## src/rtl/instr_fetch.sv

```systemverilog
// Instruction fetch unit: single-outstanding memory requester feeding a prefetch FIFO.
// Define IFETCH_PERF_EN to add the perf_fetched / perf_stall counters.
//   state   | meaning
//   S_IDLE  | no request in flight; waits for FIFO space and !halted
//   S_REQ   | mem_req held until mem_gnt (suppressed while a stale reply is pending)
//   S_WAIT  | request accepted, waiting for mem_rvalid
//   S_FAULT | misaligned redirect seen; terminal until reset
module instr_fetch #(
    parameter int          DEPTH    = 4,
    parameter int          ADDR_W   = 16,
    parameter logic [63:0] RESET_PC = 64'h0
) (
    input  logic              clk,
    input  logic              reset_n,
    input  logic              redirect,
    input  logic [63:0]       pc,
    input  logic              halted,
    output logic [31:0]       instruction,
    output logic [63:0]       instr_pc,
    output logic              instr_valid,
    input  logic              instr_ready,
    output logic              mem_req,
    output logic [ADDR_W-1:0] mem_addr,
    input  logic              mem_gnt,
    input  logic              mem_rvalid,
    input  logic [31:0]       mem_rdata,
`ifdef IFETCH_PERF_EN
    output logic [31:0]       perf_fetched,
    output logic [31:0]       perf_stall,
`endif
    output logic              fault
);
    localparam int            PW      = (DEPTH > 1) ? $clog2(DEPTH) : 1;
    localparam logic [PW:0]   FULL    = (PW+1)'(DEPTH);
    localparam logic [PW:0]   CNT_ONE = (PW+1)'(1);
    localparam logic [PW-1:0] PTR_ONE = PW'(1);

    typedef enum logic [1:0] {S_IDLE, S_REQ, S_WAIT, S_FAULT} state_t;

    state_t        state, state_next;
    logic [63:0]   fa, fa_issued;
    logic          discard, discard_redir;
    logic [31:0]   fifo_data [DEPTH];
    logic [63:0]   fifo_pc   [DEPTH];
    logic [PW-1:0] rd_ptr, wr_ptr;
    logic [PW:0]   count, count_next;
    logic          take_redirect, misaligned, grant, push, pop;

    assign instr_valid = (count != '0);
    assign instruction = fifo_data[rd_ptr];
    assign instr_pc    = fifo_pc[rd_ptr];
    assign mem_req     = (state == S_REQ) && !discard;
    assign mem_addr    = mem_req ? fa[ADDR_W-1:0] : '0;

    always_comb begin
        take_redirect = redirect && (state != S_FAULT);
        misaligned    = (pc[1:0] != 2'b00);
        grant         = mem_req && mem_gnt;
        push          = mem_rvalid && (state == S_WAIT) && !discard && !redirect;
        pop           = instr_valid && instr_ready && !redirect;
        count_next    = count;
        if (push && !pop)
            count_next = count + CNT_ONE;
        else if (pop && !push)
            count_next = count - CNT_ONE;
        // A reply still owed by memory after the redirect edge must be swallowed.
        discard_redir = (discard && !mem_rvalid) || ((state == S_WAIT) && !mem_rvalid) || grant;

        state_next = state;
        case (state)
            S_IDLE:  if (!halted && (count < FULL)) state_next = S_REQ;
            S_REQ:   if (grant) state_next = S_WAIT;
            S_WAIT:  if (mem_rvalid)
                         state_next = (!halted && (count_next < FULL)) ? S_REQ : S_IDLE;
            default: state_next = S_FAULT;
        endcase
        if (take_redirect)
            state_next = misaligned ? S_FAULT : (halted ? S_IDLE : S_REQ);
    end

    always_ff @(posedge clk or negedge reset_n) begin
        if (!reset_n) begin
            state     <= S_IDLE;
            fa        <= RESET_PC;
            fa_issued <= '0;
            discard   <= 1'b0;
            fault     <= 1'b0;
            rd_ptr    <= '0;
            wr_ptr    <= '0;
            count     <= '0;
            for (int i = 0; i < DEPTH; i++) begin
                fifo_data[i] <= '0;
                fifo_pc[i]   <= '0;
            end
        end else begin
            state <= state_next;
            if (take_redirect) begin
                rd_ptr  <= '0;
                wr_ptr  <= '0;
                count   <= '0;
                discard <= discard_redir;
                if (misaligned)
                    fault <= 1'b1;
                else
                    fa <= pc;
            end else begin
                if (grant) begin
                    fa        <= fa + 64'd4;
                    fa_issued <= fa;
                end
                if (mem_rvalid && discard)
                    discard <= 1'b0;
                if (push) begin
                    fifo_data[wr_ptr] <= mem_rdata;
                    fifo_pc[wr_ptr]   <= fa_issued;
                    wr_ptr            <= wr_ptr + PTR_ONE;
                end
                if (pop)
                    rd_ptr <= rd_ptr + PTR_ONE;
                count <= count_next;
            end
        end
    end

`ifdef IFETCH_PERF_EN
    always_ff @(posedge clk or negedge reset_n) begin
        if (!reset_n) begin
            perf_fetched <= '0;
            perf_stall   <= '0;
        end else if (redirect) begin
            perf_fetched <= '0;
            perf_stall   <= '0;
        end else begin
            if (push && (perf_fetched != '1))
                perf_fetched <= perf_fetched + 32'd1;
            if (instr_ready && !instr_valid && (perf_stall != '1))
                perf_stall <= perf_stall + 32'd1;
        end
    end
`endif

endmodule
```

## config.mk

```make
export PLATFORM = sky130hd
export DESIGN_NAME = instr_fetch
export DESIGN_NICKNAME = d
export VERILOG_FILES = /design/src/rtl/instr_fetch.sv
export SDC_FILE = /design/constraint.sdc
export NUM_CORES = 1
export LEC_CHECK = 0
export ABC_CLOCK_PERIOD_IN_PS = 3600
export CORE_AREA = 5 5 214 216
export CTS_CLUSTER_SIZE = 10
export DETAILED_ROUTE_END_ITERATION = 7
export DIE_AREA = 0 0 219 221
export DONT_BUFFER_PORTS = 1
export PLACE_DENSITY = 0.76
export SLEW_MARGIN = 20
export SYNTH_ARGS = -nofsm -noshare
export SYNTH_HDL_FRONTEND = slang
export SYNTH_SLANG_ARGS = --single-unit
```

## constraint.sdc

```tcl
create_clock -name clk -period 3.6 [get_ports clk]
set_clock_uncertainty 0.1 [all_clocks]
set_input_delay 0.18 -clock clk [delete_from_list [all_inputs] [get_ports clk]]
set_output_delay 0.18 -clock clk [all_outputs]
set_load 0.02 [all_outputs]
```

After elaboration in Yosys (flattened, before gate mapping)
Index checks and enable logic that the tools add are counted.

$add $sub $neg: 5. Order comparisons: 5. Equality and inequality tests: 7. Mux-type cells: 33. Bitwise gates (word level): 3. Reductions and logical operators: 36.

Operators with widths (count): $mux 64 (6); $bwmux 256 (1); $bmux 64 s2 (1); $bwmux 128 (1); $demux 64 s2 (1); $mux 32 (3); $add 64x3->64 const B (1); $bmux 32 s2 (1); $demux 32 s2 (1); $mux 2 (9); $logic_and 1x1->1 (16); $mux 16 (1); $reduce_bool 2->1 (5); $mux 3 (3); $ne 3x3->1 const B (3); $reduce_and 2->1 (4); $ge 3x3->1 const B (2); $logic_not 1->1 (6); $lt 3x3->1 const B (2); $not 2->3 (2); $pmux 2 s3 (1); $add 2x1->2 const B (2); $mux 1 (4); $ne 2x2->1 const B (2); other kinds (10) (11).

Flip-flop bits (word level): 523. Input bits: 103. Output and inout bits: 115. Word-level logic and storage cells: 105.

Longest topological paths before layout
Word-level depth: 14. Gate-level depth with buffers: 9. Gate-level depth less buffers: 8.

Worst setup path before layout
No wires, ideal clock.

Path type: register -> register. Start point: register fa[3]. End point: register fa[60]. Setup time: 121 ps. Arrival time: 2005 ps. Data required time: 3379 ps. Path slack: 1374 ps. Stages on the path, launching flop included: 9. Buffers on the path: 1. Period minus slack after synthesis: 2226 ps. Cells stage by stage: dfrtp_1 > ha_1 > and4_1 > buf_4 > nand3_4 > nor4_4 > nand4_2 > o22a_1 > o22a_1.

Cells in the longest elaborated chain, start to end: 3.

RTL lines: from (decl) (line 41) `logic [63:0] fa, fa_issued;`; from (signal assigned) (line 105) `fa <= pc;`; from (signal assigned) (line 108) `fa <= fa + 64'd4;`; $add 64x3->64 (line 108); $mux 64 (line 107) `if (grant) begin`; $mux 64 (line 97) `if (take_redirect) begin`.

No other way between the ends. The select of a mux whose other input is x is not followed. A chain may end at the register's enable or synchronous reset.

Worst setup path in the final report
Start point: register state[0]. End point: register fa[40].

Cells in the longest elaborated chain, start to end: 5. Elaborated cells between the ends (all ways): 9. Classes of those cells: eq/ne (3); mux (1); reduce/logical (5).

RTL lines: from (decl) (line 40) `state_t state, state_next;`; from (signal assigned) (line 96) `state <= state_next;`; $eq 2x1->1 (line 52) `assign mem_req = (state == S_REQ) && !discard;`; $logic_and 1x1->1 (line 52); $logic_and 1x1->1 (line 58) `grant = mem_req && mem_gnt;`; $reduce_bool 2->1 (no line); $reduce_and 2->1 (no line).

Several ways; a longest one is shown, not always the timed one.

==> metrics <==
CP Capture Type flip-flop; failing checks hold timing; CTS root buffer clkbuf_16; routed vias 15300; DRC viols 0; leakage power 13.0 nW; leading cell type in the layout, fill and taps excluded dfrtp_1; Final HPWL DP 36.3 mm; worst path cell trace nor3b_2, buf_4, nand3b_4, nand2_2, buf_4, o22ai_1, a211oi_1, dlygate4sd3_1; Routed Wire Length 57.6 mm; GRT Util Overall 24.0%; Worst Path Required 4.03 ns; die height 221 µm; Yosys cell types 67; unrepaired setup endpoints after global routing false; DRT iter0 DRCs 1287; Setup crit start kind flip-flop; WS Path Type flip-flop to flip-flop; worst-case clock buffer depth 3; Final Power 13.7 mW; Top FF cell, synth dfrtp_1; sequential area share after synthesis 55.1%; Syn Nets 1911; fraction of layout cells with a size suffix above 1 32.0%; # nets final 1987; # H-tree levels 2; Buf/Inv on CP 3; number of synthesized flops with an enable pin 0; Post-CTS Hold Buffers 107; clock slew seen by the registers of the worst setup and hold paths 0.05 ns; DR pass1 iterations 5; yosys warns 0; Detail Route Antenna Nets 0; Ports 218; relative slew slack 1.12%; DR WL/cell 23.1 µm; Hold Crit Class primary input to async pin; Seq cells post-synth 523; initial antenna violation count 23; RePlAce Congestion 0.872; Worst path slowest cell dlygate4sd3_1; Worst path top cell family by delay buffers and inverters; Post-Synthesis Cells 1800; status finished with violations; worst hold slack -0.811 ns; GRT overflow 0; num rows 77; Final Hold Viols 523; worst path arrival time 3.63 ns; full die area 0.0484 mm²; fmax 313 MHz; CP Max Fanout 31; Post-Synthesis Cell Area 0.0237 mm²; Syn-to-layout area delta 14.0%; most frequent cells in the layout 521 x dfrtp_1, 385 x mux2_2, 230 x nand2_1; most used cell, CP buf_4; Slew @ Worst Pin 1.48 ns; final worst path period share 88.7%; initial core utilization 54.3%; vias in the first global route 16100; Avg Synthesized Cell Area 13.2 µm²; # clock sinks 523; Final Cell Area 0.0271 mm²; port bufs 0; largest net degree at the start of global routing 524; global-route wire length before repair 93.1 mm; core area 0.0437 mm²; max_cap viols 0; Max Transition Viols Final 0; Setup violations, final 0; CTS tree done; latest clock arrival within the worst-skew pair 0.60 ns; DP Area 0.0244 mm²; routed vias/inst 6.13; die extent in x 219 µm; P per Cell Area 506 mW/mm²; min cycle time layout 3.19 ns; cts bufs inserted 58; ys async rst share 100%; Final TNS setup 0 ns; CP peak stage delay 0.59 ns; Max IR drop VDD 0.385 mV
registers in the layout (all words and copies together) (netlist names):
signal / cells
state: 2
fault: 1
fa_issued: 64
wr_ptr: 2
rd_ptr: 2
fifo_data: 128
fa: 64
discard: 1
fifo_pc: 256
count: 3
path summary, 6_finish.rpt:
| kind | startpoint | endpoint | slack, ns | cells past startpoint |
|---|---|---|---|---|
| worst max register to register | state[0] | fa[40] | 0.41 | 8 |
| worst max-delay path | state[0] | fa[40] | 0.41 | 8 |
| worst min-delay path | reset_n | fifo_data[118] | -0.81 | 0 |
| worst min register to register | fa[0] | fa_issued[0] | 0.39 | 2 |
| max in group asynchronous | reset_n | fa[52] | 3.02 | 0 |
| min in group clk | redirect | wr_ptr[0] | 0.09 | 5 |
Yosys cell counts, drive strengths merged (3+ instances only):
cell type	instances	share of area [%]
a211oi	11	0.35
a21o	4	0.13
a21oi	58	1.2
a22oi	4	0.13
a2bb2oi	7	0.26
a311oi	4	0.15
a31oi	12	0.32
a32oi	3	0.11
and2	23	0.61
and3	16	0.42
and4	8	0.31
buf	71	1.3
clkbuf	47	0.74
dfrtp	523	55
ha	8	0.42
inv	12	0.19
mux2	385	18
mux2i	7	0.30
mux4	96	9.1
nand2	235	3.7
nand3	37	0.85
nand4	20	0.64
nor2	64	1.0
nor3	16	0.36
nor4	9	0.48
o21a	5	0.16
o21ai	45	0.95
o22a	12	0.44
o22ai	15	0.40
o32ai	3	0.11
or2	3	0.079
or3	4	0.11
xnor2	3	0.11
xor2	3	0.11
report_power, final:
part | total, mW | internal, mW | switching (mW)
logic | 1.78 | 0.902 | 0.881
clock network | 5.14 | 2.96 | 2.17
registers | 6.78 | 6.23 | 0.549
total | 13.7 | 10.1 | 3.60
per-layer routing:
| layer | track usage (%) | vias to the layer above | part of all wire (%) |
|---|---|---|---|
| met2 | 39.1 | 438 | 49 |
| met3 | 6.04 | 121 | 6.7 |
| li1 | - | 6733 | - |
| met4 | 6.44 | 20 | 2.5 |
| met1 | 32.5 | 7941 | 42 |
| met5 | 0 | - | 0.23 |
kinds of logic (layout without fill, tap and decap cells):
| logic type | after synthesis | count (layout) | synth area share [%] |
|---|---|---|---|
| xor gates and xnor gates | 6 | 6 | 0.221 |
| DFF | 523 | 523 | 55.1 |
| adders and majority gates | 8 | 8 | 0.422 |
| buffers and inverters | 130 | 214 | 2.25 |
| and+or+nand+nor | 444 | 444 | 8.93 |
| AOI/OAI and AO/OA | 201 | 201 | 5.38 |
| other | 0 | 13 | 0 |
| muxes | 488 | 488 | 27.7 |
through the flow:
step / cells / setup WS [ns] / utilization (%) / hold WS [ns]
after floorplan: 1800 / 1.37 / - / -0.216
after global placement: 2301 / 1.05 / 55.8 / -0.204
after detailed placement: 2301 / 0.967 / 55.8 / -0.203
after CTS: 2476 / 0.487 / 61.8 / -0.838
after global routing: 2486 / 0.283 / 61.8 / -0.840
final: 2489 / 0.408 / 61.8 / -0.811
final cells by class:
class	instances	area [µm²]
antenna	13	32.5
clock buffer	67	1550
clock inverter	1	5.00
fill	3296	16700
inverter	12	45.0
multi-input combinational	1147	10200
sequential	523	13100
tap	592	741
timing repair buffer	134	1390
what timing repair did:
item / CTS / global route
setup endpoints to repair: 0 / 0
hold endpoints to repair: 779 / 523
buffers inserted: 0 / 0
resized for setup: 0 / 0
(Power assumes the default switching activity.)
